[config.mk]
export PLATFORM = sky130hd
export DESIGN_NAME = fir_pair_sequencer
export DESIGN_NICKNAME = d
export VERILOG_FILES = /design/src/rtl/fir_pair_sequencer.sv
export SDC_FILE = /design/constraint.sdc
export NUM_CORES = 1
export LEC_CHECK = 0
export ABC_AREA = 1
export BUFFER_PORTS_ARGS = -buffer_cell sky130_fd_sc_hd__buf_2
export CORE_ASPECT_RATIO = 0.8
export CORE_MARGIN = 2
export CORE_UTILIZATION = 50
export DETAILED_ROUTE_END_ITERATION = 12
export MAX_ROUTING_LAYER = met4
export PLACE_DENSITY_LB_ADDON = 0.15
export SETUP_SLACK_MARGIN = 0.5
export SYNTH_ARGS = -nofsm -noshare
export SYNTH_HDL_FRONTEND = slang
export SYNTH_SLANG_ARGS = --single-unit
[constraint.sdc]
create_clock -name clk -period 5 [get_ports clk]
set_input_delay 0.25 -clock clk [delete_from_list [all_inputs] [get_ports clk]]
set_output_delay 0.25 -clock clk [all_outputs]
set_load 0.05 [all_outputs]
[src/rtl/fir_pair_sequencer.sv]
// Sequential front end for an external two-tap multiply-add stage: one FIR output per sample,
// computed as TAPS/2 issued operand pairs. Optional delay-line flush port: FIR_SEQ_FLUSH_EN.
module fir_pair_sequencer #(
  parameter int DATA_WIDTH  = 8,
  parameter int COEFF_WIDTH = 8,
  parameter int TAPS        = 8,
  parameter int ACC_WIDTH   = DATA_WIDTH + COEFF_WIDTH + $clog2(TAPS)
) (
  input  logic                            clk,
  input  logic                            reset,
`ifdef FIR_SEQ_FLUSH_EN
  input  logic                            flush,
`endif
  input  logic                            coeff_we,
  input  logic [$clog2(TAPS)-1:0]         coeff_addr,
  input  logic [COEFF_WIDTH-1:0]          coeff_wdata,
  input  logic                            in_valid,
  output logic                            in_ready,
  input  logic [DATA_WIDTH-1:0]           in_data,
  output logic                            pair_valid,
  output logic [DATA_WIDTH-1:0]           pair_data1,
  output logic [DATA_WIDTH-1:0]           pair_data2,
  output logic [COEFF_WIDTH-1:0]          pair_coeff1,
  output logic [COEFF_WIDTH-1:0]          pair_coeff2,
  input  logic [DATA_WIDTH+COEFF_WIDTH:0] pair_result,
  output logic                            out_valid,
  input  logic                            out_ready,
  output logic [ACC_WIDTH-1:0]            out_data
);

  localparam int ADDR_W = $clog2(TAPS);
  localparam int PAIRS  = TAPS / 2;
  localparam int IDX_W  = (PAIRS > 1) ? $clog2(PAIRS) : 1;
  localparam logic [IDX_W-1:0] IDX_LAST = IDX_W'(PAIRS - 1);

  typedef enum logic [1:0] {
    S_IDLE,
    S_ISSUE,
    S_OUTPUT
  } state_t;

  state_t                 r_state;
  logic [DATA_WIDTH-1:0]  r_tap   [TAPS];
  logic [COEFF_WIDTH-1:0] r_coeff [TAPS];
  logic [ACC_WIDTH-1:0]   r_acc;
  logic [IDX_W-1:0]       r_idx;
  logic                   r_pair_valid;
  logic                   r_out_valid;

  logic                   w_flush;
  logic                   w_idle;
  logic                   w_coeff_wr;
  logic [ADDR_W-1:0]      w_lo;
  logic [ADDR_W-1:0]      w_hi;

  // Non-power-of-two TAPS leaves address codes with no coefficient behind them.
  function automatic logic addr_in_range(input logic [ADDR_W-1:0] a);
    return (int'(a) < TAPS);
  endfunction

`ifdef FIR_SEQ_FLUSH_EN
  assign w_flush = flush;
`else
  assign w_flush = 1'b0;
`endif

  assign w_idle     = (r_state == S_IDLE);
  assign w_coeff_wr = w_idle && coeff_we && addr_in_range(coeff_addr);
  assign w_lo       = ADDR_W'({r_idx, 1'b0});
  assign w_hi       = w_lo + ADDR_W'(1);

  always_ff @(posedge clk or posedge reset) begin
    if (reset) begin
      r_state      <= S_IDLE;
      r_acc        <= '0;
      r_idx        <= '0;
      r_pair_valid <= 1'b0;
      r_out_valid  <= 1'b0;
      for (int i = 0; i < TAPS; i++) begin
        r_tap[i]   <= '0;
        r_coeff[i] <= '0;
      end
    end else begin
      unique case (r_state)
        S_IDLE: begin
          if (w_coeff_wr) begin
            r_coeff[coeff_addr] <= coeff_wdata;
          end
          // A flush beats a simultaneous sample; the sample stays pending.
          if (w_flush) begin
            for (int i = 0; i < TAPS; i++) begin
              r_tap[i] <= '0;
            end
          end else if (in_valid) begin
            r_tap[0] <= in_data;
            for (int i = 1; i < TAPS; i++) begin
              r_tap[i] <= r_tap[i-1];
            end
            r_acc        <= '0;
            r_idx        <= '0;
            r_pair_valid <= 1'b1;
            r_state      <= S_ISSUE;
          end
        end

        S_ISSUE: begin
          r_acc <= r_acc + ACC_WIDTH'(pair_result);
          if (r_idx == IDX_LAST) begin
            r_pair_valid <= 1'b0;
            r_out_valid  <= 1'b1;
            r_state      <= S_OUTPUT;
          end else begin
            r_idx <= r_idx + 1'b1;
          end
        end

        // Everything, the delay line included, holds until the result is taken.
        S_OUTPUT: begin
          if (out_ready) begin
            r_out_valid <= 1'b0;
            r_state     <= S_IDLE;
          end
        end

        default: begin
          r_pair_valid <= 1'b0;
          r_out_valid  <= 1'b0;
          r_state      <= S_IDLE;
        end
      endcase
    end
  end

  assign in_ready    = w_idle && !reset && !w_flush;
  assign pair_valid  = r_pair_valid;
  assign pair_data1  = r_pair_valid ? r_tap[w_lo]   : '0;
  assign pair_data2  = r_pair_valid ? r_tap[w_hi]   : '0;
  assign pair_coeff1 = r_pair_valid ? r_coeff[w_lo] : '0;
  assign pair_coeff2 = r_pair_valid ? r_coeff[w_hi] : '0;
  assign out_valid   = r_out_valid;
  assign out_data    = r_out_valid ? r_acc : '0;

endmodule

======== Yosys cells after proc, flatten, opt, wreduce, memory -nomap -nowiden ========
Index checks and enable logic that the tools add are counted.
word-level totals
  flip-flop bits (word level) ............. 153
  latch bits .............................. 0
  bits in writable memories ............... 0
  memory bits (read-only) ................. 0
  bits of input ports ..................... 41
  output and inout port bits .............. 54
  word-level logic and storage cells ...... 88
  memories ................................ 0
operators by class
  $add $sub $neg .......................... 3
  $mul .................................... 0
  divide/modulo/power cells ............... 0
  magnitude comparators ................... 4
  equality and inequality tests ........... 7
  shift operators ......................... 0
  muxes and demuxes ....................... 35
  bitwise gates (word level) .............. 5
  reductions and logical operators ........ 13
operators with widths
  kind                 number
  $mux 8               13
  $bmux 8 s3           4
  $bwmux 64            1
  $mux 19              2
  $pmux 19 s2          1
  $demux 8 s3          1
  $add 19x17->19       1
  $ge 4x4->1 const B   3
  $not 3->4            3
  $reduce_and 3->1     4
  $mux 2               5
  $ne 2x2->1 const B   4
  $pmux 1 s3           2
  $pmux 2 s3           1
  $reduce_and 2->1     3
  $eq 2x2->1 const B   2
  $lt 4x1->1 const B   1
  $mux 1               4
  $pmux 2 s2           1
  $add 3x1->3 const B  1
  $logic_and 1x1->1    3
  $add 2x1->2 const B  1
  $eq 2x1->1 const B   1
  $logic_not 2->1      1
  other kinds (3)      4

======== Logic depth before layout (Yosys ltp) ========
  word-level depth ........................ 6
  mapped depth ............................ 12

======== Worst setup path after synthesis ========
OpenSTA, ideal clock, no wires.
  path type ............................... register -> output
  start point ............................. register r_idx[0]
  end point ............................... output port pair_coeff1[0]
  arrival time ............................ 1869 ps
  data required time ...................... 4750 ps
  slack ................................... 2881 ps
  cell stages (with the launch flop) ...... 7
  path through ............................ dfrtp_1 buf_2 inv_1 buf_2 buf_2 o21ai_0 a21oi_1
between the ends
  word-level cells in the longest chain between the ends .. 5
ends and longest elaborated chain
  what                                        RTL line  source
  from (decl)                                 46        logic [IDX_W-1:0] r_idx;
  from (signal assigned)                      113       r_idx <= r_idx + 1'b1;
  $not 3->4 (not written as such)             138       assign pair_coeff1 = r_pair_valid ? r_coeff[w_lo] : '0;
  $bmux 8 s3                                  138
  $mux 8 (not written as such) (2 in series)  138
  $mux 8                                      138
  to (decl)                                   23        output logic [COEFF_WIDTH-1:0] pair_coeff1,
No other way between the ends. The select of a mux whose other input is x is not followed.

======== Worst setup path after layout ========
  start point ............................. register r_idx[0]
  end point ............................... output port pair_coeff1[3]
The elaborated chain is that of the path after synthesis.

==> metrics.cfg <==
[timing]
clock_skew_ns = 0.00948
finalSetupTns_ns = 0
hold_viol = 0
period_needed_ns = 2.68
fin_crit_sh = 0.537
timing.slew.headroom = 0.171
drv_slew = 0
rsz0062_at_grt = false
fmax_ghz = 0.372
setup_viol = 0
worst_pin_slew_ns = 1.24

[clocking]
cts-hold-fix-buffers = 0
numClockSinks = 153
cts_tree = done
numCtsBuffers = 17
insertion_delay_ns = 0.42
htreeDepth = 4
clockBufferDepth = 2
post_cts_buffers = 0
cts_resized = 0
root_buffer = clkbuf_16
cts.clk_slew.worst_paths_ns = 0.06

[place]
gp_congestion = 0.915
io_buffer_count = 94
hpwlAfterDp_um = 12300

[outcome]
status = completed

[synthesis]
ys_top_cells_by_area = dfrtp_1, nand2_1, o21ai_0
ys_warn_count = 0
ys_types = 28
yosysSeqAreaShare = 0.487
yosys.area.top_type = dfrtp_1
synthCells = 1040
synth_top_area_share = 0.487
synth_edf_count = 0
syn_avg_cell_area_um2 = 7.56
netlist_area_um2 = 7860
synth-main-ff-cell = dfrtp_1
ys_ff_latch = 153
synth_nets = 1100
async_flop_share = 1.00

[critical_path]
critical_path_class = register to output pin
end_kind = output pin
start_kind = register
critPathMaxFanout = 39
r2r_start = r_state[1]
rrSetupSlack_ns = 2.75
cp_data_arrival_time_ns = 2.43
r2r_cells = 7
startpoint = r_idx[0]
reg2reg_to = r_acc[2]
crit_required_ns = 4.75

[pwr]
power_mw = 7.08
power.switching_mw = 3.41
intPower_mw = 3.67
vdd_drop_max_uv = 571
clock_power_share = 0.196
pwr-share-seq = 0.305
switching_share = 0.482
cellPowerDensity_nw_per_um2 = 781
leakagePower_nw = 4.71
combPwrFrac = 0.499

[global_routing]
top_usage_layer = met2
use_met3 = 0.0480
overflow = 0
grt_pass1_vias = 6297
gr-usage-met2 = 0.357
global_route.usage.met1 = 0.357
grt_first_pass_wirelength_um = 31300
antenna_found_initial = 0
track_usage = 0.246
grt_max_degree = 113

[min_path]
whs_endpoint = r_tap[63]
hold-path-cell-count = 3
min_from = in_data[7]
worstHoldPathType = input pin to register

[floorplan]
die_y_um = 116
start_util = 0.517
coreArea_um2 = 15200
io_pins = 95
die_area_um2 = 16700
die_width_um = 144
row_count = 40

[routing]
drtIter0Drc = 552
firstDrtPassIters = 5
vias = 6905
final_antenna_net_count = 0
wl_um = 18900
drc_errors = 0
via_per_inst = 5.18
post_drt_wl_per_cell_um = 14.2

[run]
drv_cap = 0

[cells_and_area]
area_growth_pct = 15.5
fillerInstances = 1426
antenna_cells = 0
nNetsFinal = 1170
drive_above_1_share = 0.125

[per-stage QoR]
| stage | cells | instance area (um2) | hold WS, ns | setup WS [ns] | util |
|---|---|---|---|---|---|
| after floorplan | 1040 | 7860 | 0.345 | 0.629 | - |
| after global placement | 1301 | 8440 | 0.459 | 2.77 | 0.555 |
| after detailed placement | 1301 | 8440 | 0.461 | 2.71 | 0.555 |
| after CTS | 1333 | 9070 | 0.0310 | 2.32 | 0.596 |
| after global routing | 1333 | 9070 | 0.0306 | 2.13 | 0.596 |
| final | 1333 | 9070 | 0.0418 | 2.32 | 0.596 |
[placed cells by master, fill, tap and decap left out, types with 4 or more instances in the layout]
| cell type | n |
|---|---|
| ha_1 | 18 |
| bufinv_16 | 5 |
| buf_4 | 7 |
| nand2_1 | 275 |
| o21ai_0 | 194 |
| nand3_1 | 22 |
| clkbuf_16 | 17 |
| dfrtp_1 | 152 |
| nor2_1 | 73 |
| clkinv_2 | 4 |
| a21oi_1 | 99 |
| nand4_1 | 7 |
| buf_2 | 94 |
| inv_1 | 125 |
[power by group through the flow]
stage,logic [mW],registers [mW],clock network (mW)
after floorplan,2.77,2.08,0
after global routing,3.93,2.23,1.46
final,3.53,2.16,1.39
after global placement,3.47,2.16,0
after detailed placement,3.52,2.16,0
after CTS,3.53,2.16,1.42
[per-layer routing]
metal  up-vias  routed length (um)
li1       3490                   -
met1      3206                9350
met2       197                8390
met3        12                 991
met4         0                 163
met5         -                   0
[cell usage after synthesis (2+ instances only)]
master,number
and2_1,3
dfrtp_1,153
a22o_1,2
inv_1,126
nand4_1,7
buf_1,5
buf_2,11
nor3_1,3
nand3_1,22
nand2_1,276
clkbuf_1,32
a21oi_1,99
nor2_2,2
ha_1,18
nor2_1,73
o21ai_0,194
o21bai_1,2
nor3_4,2
[state kept, by name, summed over array words and instances (netlist names)]
name / count
out_valid: 1
pair_valid: 1
r_tap: 64
r_coeff: 64
r_state: 2
r_acc: 19
r_idx: 2
[final cells by class]
| class | instances | area (um2) | area share |
|---|---|---|---|
| Sequential cell | 153 | 3830 | 0.422 |
| Multi-Input combinational cell | 711 | 3350 | 0.369 |
| Timing Repair Buffer | 101 | 523 | 0.0576 |
| Inverter | 126 | 478 | 0.0527 |
| Clock buffer | 20 | 437 | 0.0481 |
| Tap cell | 210 | 263 | 0.0290 |
| Clock inverter | 12 | 196 | 0.0216 |
[worst max-delay path by stage]
stage,end,slack (ns),cells after the start
2_1_floorplan,out_valid,0.63,1
3_3_place_gp,r_acc[0],2.77,6
3_5_place_dp,r_acc[2],2.71,7
4_1_cts,pair_data2[2],2.32,5
5_1_grt,pair_data2[2],2.13,5
6_report,pair_coeff1[3],2.32,5
[worst max-delay path, cell delays in order, from the launching register on]
cell and delay, ns:
dfrtp_2 0.39, inv_1 0.39, buf_4 0.47, o21ai_0 0.15
a21oi_1 0.28, buf_2 0.33
[kinds of logic after synthesis]
family,Yosys count,synth area share
AO/OA/AOI/OAI,299,0.192
XOR/XNOR,2,0.00223
adder cells (fa/ha/maj),19,0.0312
buffers and inverters,176,0.0872
flip-flops,153,0.487
AND/OR/NAND/NOR,391,0.200
Power figures use the tool's default switching activity.
